<file path="config.mk">
export PLATFORM = sky130hd
export DESIGN_NAME = stream_reducer
export DESIGN_NICKNAME = d
export VERILOG_FILES = /design/src/rtl/stream_reducer.sv
export SDC_FILE = /design/constraint.sdc
export NUM_CORES = 1
export LEC_CHECK = 0
export CORE_ASPECT_RATIO = 1.4
export CORE_MARGIN = 2
export CORE_UTILIZATION = 55
export DETAILED_ROUTE_END_ITERATION = 10
export GPL_TIMING_DRIVEN = 0
export PLACE_DENSITY = 0.88
export REMOVE_ABC_BUFFERS = 1
export SYNTH_ARGS = -nofsm -noshare
export SYNTH_HDL_FRONTEND = slang
export SYNTH_HIERARCHICAL = 1
export SYNTH_SLANG_ARGS = --single-unit
export TNS_END_PERCENT = 20
</file>
<file path="constraint.sdc">
create_clock -name clk -period 12.7 [get_ports clk]
set_input_delay 1.27 -clock clk [delete_from_list [all_inputs] [get_ports clk]]
set_output_delay 1.27 -clock clk [all_outputs]
set_load 0.02 [all_outputs]
</file>
<file path="src/rtl/stream_reducer.sv">
// stream_reducer: per-frame stream summation through a shared N-input adder tree.
// Optional macro STREAM_REDUCER_SAT_EN: saturating accumulator plus sticky out_sat flag.

// adder_tree: combinational binary reduction of N values (N a power of two).
module adder_tree #(
  parameter int WIDTH = 16,
  parameter int N     = 4
) (
  input  logic [N-1:0][WIDTH-1:0] i_data,
  output logic [WIDTH-1:0]        o_sum
);
  // Heap-ordered nodes: leaves at N..2N-1, node k sums children 2k and 2k+1, root at 1.
  logic [WIDTH-1:0] w_node [2*N-1:1];
  genvar k;
  for (k = 1; k < 2*N; k++) begin : g_node
    if (k >= N) begin : g_leaf
      assign w_node[k] = i_data[k-N];
    end else begin : g_add
      assign w_node[k] = w_node[2*k] + w_node[2*k+1];
    end
  end
  assign o_sum = w_node[1];
endmodule

module stream_reducer #(
  parameter int WIDTH = 8,
  parameter int N     = 4,
  parameter int ACC_W = 16,
  parameter int CNT_W = 16
) (
  input  logic             clk,
  input  logic             rst,
  input  logic             in_valid,
  output logic             in_ready,
  input  logic [WIDTH-1:0] in_data,
  input  logic             in_last,
  output logic             out_valid,
  input  logic             out_ready,
  output logic [ACC_W-1:0] out_sum,
  output logic [CNT_W-1:0] out_count
`ifdef STREAM_REDUCER_SAT_EN
  ,
  output logic             out_sat
`endif
);
  localparam int IW = $clog2(N);
  localparam logic [1:0] S_FILL = 2'd0;
  localparam logic [1:0] S_RED  = 2'd1;
  localparam logic [1:0] S_OUT  = 2'd2;

  logic [1:0]             r_state;
  logic [IW-1:0]          r_idx;
  logic [N-1:0][WIDTH-1:0] r_slot;
  logic [ACC_W-1:0]       r_acc;
  logic [CNT_W-1:0]       r_cnt;
  logic                   r_last;
  logic [N-1:0][ACC_W-1:0] w_tree_in;
  logic [ACC_W-1:0]       w_tree_sum;
  logic [ACC_W-1:0]       w_acc_next;

  genvar i;
  for (i = 0; i < N; i++) begin : g_ext
    assign w_tree_in[i] = {{(ACC_W-WIDTH){1'b0}}, r_slot[i]};
  end

  adder_tree #(.WIDTH(ACC_W), .N(N)) u_tree (
    .i_data(w_tree_in),
    .o_sum (w_tree_sum)
  );

`ifdef STREAM_REDUCER_SAT_EN
  logic [ACC_W:0] w_wide;
  logic           r_sat;
  // Carry out of the widened add means the frame total no longer fits; clamp to all ones.
  always_comb begin
    w_wide     = {1'b0, r_acc} + {1'b0, w_tree_sum};
    w_acc_next = w_wide[ACC_W] ? '1 : w_wide[ACC_W-1:0];
  end
  // Sticky per-frame saturation flag, cleared when the result is taken.
  always_ff @(posedge clk) begin
    if (rst) r_sat <= 1'b0;
    else if (r_state == S_RED && w_wide[ACC_W]) r_sat <= 1'b1;
    else if (r_state == S_OUT && out_ready) r_sat <= 1'b0;
  end
  assign out_sat = r_sat;
`else
  assign w_acc_next = r_acc + w_tree_sum;
`endif

  // Collect a batch, fold it through the tree, then hold the frame result until taken.
  always_ff @(posedge clk) begin
    if (rst) begin
      r_state <= S_FILL;
      r_idx   <= '0;
      r_slot  <= '0;
      r_acc   <= '0;
      r_cnt   <= '0;
      r_last  <= 1'b0;
    end else if (r_state == S_FILL) begin
      if (in_valid) begin
        r_slot[r_idx] <= in_data;
        r_idx         <= r_idx + IW'(1);
        r_cnt         <= r_cnt + CNT_W'(1);
        r_last        <= in_last;
        if (r_idx == IW'(N-1) || in_last) r_state <= S_RED;
      end
    end else if (r_state == S_RED) begin
      r_acc   <= w_acc_next;
      r_slot  <= '0;
      r_idx   <= '0;
      r_state <= r_last ? S_OUT : S_FILL;
    end else if (out_ready) begin
      r_acc   <= '0;
      r_cnt   <= '0;
      r_last  <= 1'b0;
      r_state <= S_FILL;
    end
  end

  assign in_ready  = (r_state == S_FILL);
  assign out_valid = (r_state == S_OUT);
  assign out_sum   = r_acc;
  assign out_count = r_cnt;
endmodule

</file>
==> out/metrics.yaml, run 1 <==
reg2reg_to: "out_sum[15]"
cts.sinks: 69
timing.rr.start: "r_slot[1]"
worst_slew_pin_slew_ns: 0.982
grt_first_pass_wirelength_mm: 18.9
diodes: 0
setup_viol: 0
portBuffers: 46
r2r_slack_ns: 8.07
dp_hpwl_mm: 8.41
syn_area_per_cell_um2: 8.37
cp-startpoint: "r_slot[1]"
hold_start: "r_slot[2]"
p_total_uw: 710
syn_inst: 591
drcViolationCount: 0
rsz0062_at_grt: "no"
synthToLayoutAreaGrowth_pct: 17.9
ys_ff_latch: 69
path_class: "reg2reg"
synth_compound_area_frac: 0.192
die_h_um: 116
synthTopCellsByArea: "dfxtp_1, fa_1, ha_1, inv_1, nor2_1"
critPathRequiredTime_ns: 12.93
worst_clock_skew_ns: 0.00513
grt_max_degree: 52
antenna_found_initial: 0
post-synth-top-area-fraction: 0.279
clock-root-buffer: "clkbuf_16"
synthSimpleGateAreaFrac: 0.161
grt_pass1_vias: 4280
placed_area_um2: 5550
drive_above_1_share: 0.0530
ir_worst_vdd_uv: 124
status: "finished clean"
synth-xor-area-share: 0.0655
wl_mm: 11.1
hp-class: "reg2reg"
routabilityCongestion: 0.905
cts_buffers: 9
yosys.area.top_type: "dfxtp_1"
yosysMostFrequentCell: "inv_1"
clk_latency_ns: 0.34
wl_per_cell_um: 14.5
cp_max_fo: 5
die_x_um: 84.2
grt_use_total: 0.239
cts_setup_buffers: 0
initial_core_util: 0.572
cts.hold.buffers_added: 0
fin_crit_sh: 0.365
synth_seq_area_share: 0.279
post_cts_resized: 0
p_leak_uw: 0.00251
clock.fmax_mhz: 216
endpoint: "out_sum[15]"
yosys-top-cells-count: "inv_1, dfxtp_1, nor2_1"
fin_setup_tns_ns: 0
worstPathCellList: "fa_1 -> fa_1 -> ha_1 -> fa_1 -> a21o_1 -> a221oi_1 -> o21ai_0 -> xor2_1 -> ha_1 -> and4_1 -> and3_2 -> o311a_1 -> nor3_1 -> o211a_1 -> a211o_1"
hold_violations: 0
ant_nets: 0
slew_headroom: 0.340
clk_pin_slew_ns: 0.06
cp-start-kind: "flop"
cp_slowest_stage_delay_ns: 0.58
firstDrtPassIters: 4
tritoncts: "built"
yosysWarnings: 6
synthMuxAreaShare: 0.00228
final_util: 0.674
critical_path_arrival_ns: 4.86
vias: 4261
slew_violations: 0
h-tree-depth: 3
die_area_um2: 9780
rr_worst_depth: 15
synth_ff_type: "dfxtp_1"
synth_top_family_by_area: "adder cells"
synthArstFlopShare: 0
power_density_nw_per_um2: 122
rows: 40
first_iter_violations: 222
synthAdderAreaFrac: 0.214
io_pins: 47
core-area_um2: 8660
synth-edff-count: 0
fin_nets: 736
synth_area_um2: 4950
maxCapViolCount: 0
overflow: 0
viasPerCell: 5.56
clock_path_buffers: 2
crit_path_frequent_cell: "fa_1"
critPathSlowestCell: "fa_1"
crit_path_end_kind: "flop"
period_needed_ns: 4.63
synth_cell_type_count: 57
final_area_um2: 5830
## registers in the layout, summed over array words and instances, names as in the netlist
name and flops:
out_count 16, out_sum 16, r_idx 2, r_last 1, r_slot 32, r_state 2
## cell usage in the layout (no fill, tap or decap), types with 4 or more instances in the layout
master           synthesis  layout
o211ai_1                 5       5
nand3_1                 18      18
and3_1                   5       5
inv_1                   85      85
dfxtp_1                 69      69
fa_1                    31      31
nor2b_1                  4       4
nand4_1                  4       4
o21ai_0                 17      17
a22oi_1                 31      31
clkbuf_16                0       9
nor3_1                   4       4
or3_1                    5       5
a31oi_1                  4       4
a21oi_1                 42      42
conb_1                   1      32
nor2_1                  66      66
xnor2_1                 17      17
xor2_1                  20      20
ha_1                    35      35
a21o_1                  16      16
a211o_1                  4       4
clkdlybuf4s50_1          0      45
and2_1                   4       4
or2_2                    6       6
nand2_1                 37      37
## logic make-up after synthesis
family,count (synthesis)
buffers and inverters,107
adders and majority gates,66
DFF,69
muxes,1
other,1
and+or+nand+nor,168
xor gates and xnor gates,37
AOI/OAI and AO/OA,142
## where the power goes
part | internal [uW] | switching [uW]
combinational | 100 | 140
clock | 147 | 91.3
sequential | 225 | 7.02
total | 472 | 238
## layer usage
metal | track usage | part of all wire | vias up
met5 | 0 | 0 | -
met4 | 0.114 | 0.029 | 0
met3 | 0.0389 | 0.034 | 29
met2 | 0.452 | 0.54 | 92
met1 | 0.258 | 0.39 | 2055
li1 | - | - | 2085
## how the worst min path moves through the flow
stage | cells past startpoint | to | slack, ns
finish | 2 | r_slot[2] | 0.45
global route | 2 | r_last | 0.48
CTS | 2 | r_slot[2] | 0.46
detailed placement | 2 | r_slot[5] | 0.45
global placement | 2 | r_slot[2] | 0.44
floorplan | 2 | r_slot[2] | 0.43
## final cells by class
cell class	instances	area, um2
clock buffers	12	267
clock inverters	3	20.0
fillers	685	2820
inverters	85	319
multi-input cells	446	3260
flip-flops and latches	69	1380
well taps	105	131
repair buffers	46	455
## worst max-delay path: cells and delay by family, from the launching register on
kind	cells	cell delay, ns
fa+ha+maj	5	2.05
compound gates	6	1.43
xor+xnor	1	0.18
simple gates	3	0.52
flops	1	0.33
## stage by stage
| stage | worst slack (ns) | instances | hold WS (ns) |
|---|---|---|---|
| floorplan | 8.46 | 600 | 0.426 |
| global placement | 8.19 | 751 | 0.437 |
| detailed placement | 8.12 | 751 | 0.447 |
| CTS | 8.08 | 766 | 0.457 |
| global route | 7.87 | 766 | 0.478 |
| finish | 8.07 | 766 | 0.452 |
Note: power is estimated with default switching activity, not from simulation.
==> run 2: changes to the inputs <==
clock period = 4.5 ns   (was 12.7 ns; I/O delays follow)
==> run 2 against run 1 <==
Largest cell class unchanged; setup slack worse by 7.9 ns; critical path depth is 2 higher; design area grew 0.90%; sequential share of layout area decreased by 0.21 points; clock skew decreased by 0.0012 ns.
==> out/metrics.yaml, run 2 (synthesis gave the netlist of run 1 again) <==
swShare: 0.336  # about the same
clk_pin_slew_ns: 0.06  # about the same
timing.rr.start: "r_slot[4]"
ant_nets: 0  # unchanged
slew_violations: 0  # unchanged
viasPerCell: 5.58  # +0.23%
drive_above_1_share: 0.0692  # +0.0162
grt_first_pass_wirelength_mm: 19.1  # +0.54%
ir_worst_vdd_uv: 347  # +180%
die_x_um: 84.2  # unchanged
rows: 40  # unchanged
critPathSlowestCell: "fa_1"
pwr-share-comb: 0.343  # +0.004
maxCapViolCount: 0  # unchanged
clock_path_buffers: 2  # unchanged
die_h_um: 116  # unchanged
fillers: 673  # -1.8%
overflow: 0  # unchanged
worst_clock_skew_ns: 0.00396  # -0.00117 ns
final_cell_mix: "inv_1, dfxtp_1, nor2_1"
fin_setup_tns_ns: 0  # unchanged
cts.hold.buffers_added: 0  # unchanged
power.share.clock: 0.333  # -0.002
io_pins: 47  # unchanged
rsz0062_at_grt: "no"
seq_power_share: 0.324  # -0.002
cp_slowest_stage_delay_ns: 0.54  # -0.04 ns
final_area_um2: 5890  # +0.90%
p_leak_uw: 0.00252  # +0.50%
critPathRequiredTime_ns: 4.73  # -8.20 ns
cp_max_fo: 8  # +3
portBuffers: 46  # unchanged
path_class: "reg2reg"
power.switching_uw: 678  # +180%
first_iter_violations: 183  # -18%
max_flop_register: "r_slot"
setup_viol: 0  # unchanged
hp-class: "reg2reg"
initial_core_util: 0.572  # unchanged
fin_nets: 740  # +0.54%
placed_area_um2: 5550  # unchanged
cp-start-kind: "flop"
rr_worst_depth: 17  # +2
worst_slew_pin_slew_ns: 0.984  # +0.00259 ns
grt_use_total: 0.240  # +0.00120
grt_pass1_vias: 4289  # +0.21%
wl_per_cell_um: 14.5  # about the same
hold_start: "r_slot[2]"
largest_register_ffs: 32  # unchanged
grt_max_degree: 52  # unchanged
reg2reg_to: "out_sum[15]"
whs_endpoint: "r_slot[2]"
p_int_uw: 1340  # +180%
cp-startpoint: "r_slot[4]"
vias: 4293  # +0.75%
whs_path_depth: 2  # unchanged
diodes: 0  # unchanged
core-area_um2: 8660  # unchanged
clock.fmax_mhz: 230  # +6.6%
status: "finished clean"
dp_hpwl_mm: 8.41  # unchanged
slew_headroom: 0.339  # -0.00174
hold_violations: 0  # unchanged
r2r_slack_ns: 0.16  # -7.91 ns
power_density_nw_per_um2: 343  # +180%
layout_commonest_cell: "inv_1"
antenna_found_initial: 0  # unchanged
worstPathCellList: "inv_1 -> fa_1 -> fa_1 -> inv_1 -> ha_1 -> and4_2 -> a21oi_1 -> a21boi_2 -> nor2_1 -> xnor2_1 -> ha_2 -> and4_4 -> and3_2 -> o311a_1 -> nor3_1 -> o211a_1 -> a211o_1"
cts_buffers: 9  # unchanged
drcViolationCount: 0  # unchanged
clk_latency_ns: 0.34  # about the same
clock-root-buffer: "clkbuf_16"
cts.sinks: 69  # unchanged
synthToLayoutAreaGrowth_pct: 19.0
routabilityCongestion: 0.905  # unchanged
critical_path_arrival_ns: 4.57  # -0.29 ns
h-tree-depth: 3  # unchanged
firstDrtPassIters: 5  # +1
wl_mm: 11.2  # +0.60%
crit_path_end_kind: "flop"
die_area_um2: 9780  # unchanged
tritoncts: "built"
period_needed_ns: 4.34  # -0.288 ns
fin_crit_sh: 0.965  # +0.601
[run 2: cell type report]
class                           count  area (um2)  area share
Multi-Input combinational cell    446        3280       0.558
Timing Repair Buffer               50         485      0.0825
Clock inverter                      3        20.0     0.00340
Inverter                           85         319      0.0542
Tap cell                          105         131      0.0223
Clock buffer                       12         267      0.0453
Sequential cell                    69        1380       0.235
[run 2: metrics by stage]
| stage | instances | power, uW | hold slack, ns | worst slack [ns] | util |
|---|---|---|---|---|---|
| 5_1_grt | 770 | 2130 | 0.478 | 0.00561 | 0.680 |
| 6_report | 770 | 2020 | 0.452 | 0.155 | 0.680 |
| 3_5_place_dp | 751 | 1290 | 0.447 | -0.0839 | 0.641 |
| 4_1_cts | 767 | 1960 | 0.457 | 0.0577 | 0.675 |
| 2_1_floorplan | 600 | 1170 | 0.426 | 0.257 | - |
| 3_3_place_gp | 751 | 1280 | 0.437 | -0.00512 | 0.641 |
[run 2: repair_timing]
| action | CTS | global route |
|---|---|---|
| pin swaps | 1 | 2 |
| setup buffers | 1 | 3 |
| gates resized for setup | 2 | 7 |
| setup endpoints to repair | 1 | 1 |
[run 2: metal layers]
metal,vias up,track usage,part of all wire
li1,2101,-,-
met1,2054,0.260,0.38
met2,111,0.455,0.55
met4,0,0.114,0.028
met3,27,0.0389,0.043
met5,-,0,0
[run 2: worst max-delay path: cells and delay by family (launching register included)]
| kind | cells | cell delay [ns] |
|---|---|---|
| adders and majority gates | 4 | 1.85 |
| and+or+nand+nor | 5 | 0.86 |
| AOI/OAI and AO/OA | 5 | 0.95 |
| buffers and inverters | 2 | 0.12 |
| xor gates and xnor gates | 1 | 0.14 |
| DFF | 1 | 0.33 |
[run 2: worst max-delay path by stage]
stage	end	cells after the start	slack [ns]
2_1_floorplan	out_sum[15]	15	0.26
3_3_place_gp	out_sum[15]	15	-0.005
3_5_place_dp	out_sum[15]	15	-0.08
4_1_cts	out_sum[15]	15	0.06
5_1_grt	out_sum[15]	15	0.006
6_report	out_sum[15]	17	0.16
[run 2: power by group through the flow]
stage                     clock, uW  combinational, uW  sequential (uW)
after floorplan                   0                495              676
after global placement            0                613              665
after detailed placement          0                621              666
after CTS                       676                631              654
after global routing            700                777              657
final                           672                693              654
==> run 3: changes to the inputs <==
clock period = 5.55 ns   (was 4.5 ns; I/O delays follow)
==> results of run 3 <==
Same layout as run 1 (identical final DEF). Status: finished clean.
Among the figures that moved: setup slack after placement 8.12 ns -> 0.966 ns; setup slack after layout 8.07 ns -> 0.917 ns; register-to-register setup slack 8.07 ns -> 0.92 ns; total power 710 uW -> 1620 uW; worst IR drop on VDD 124 uV -> 284 uV
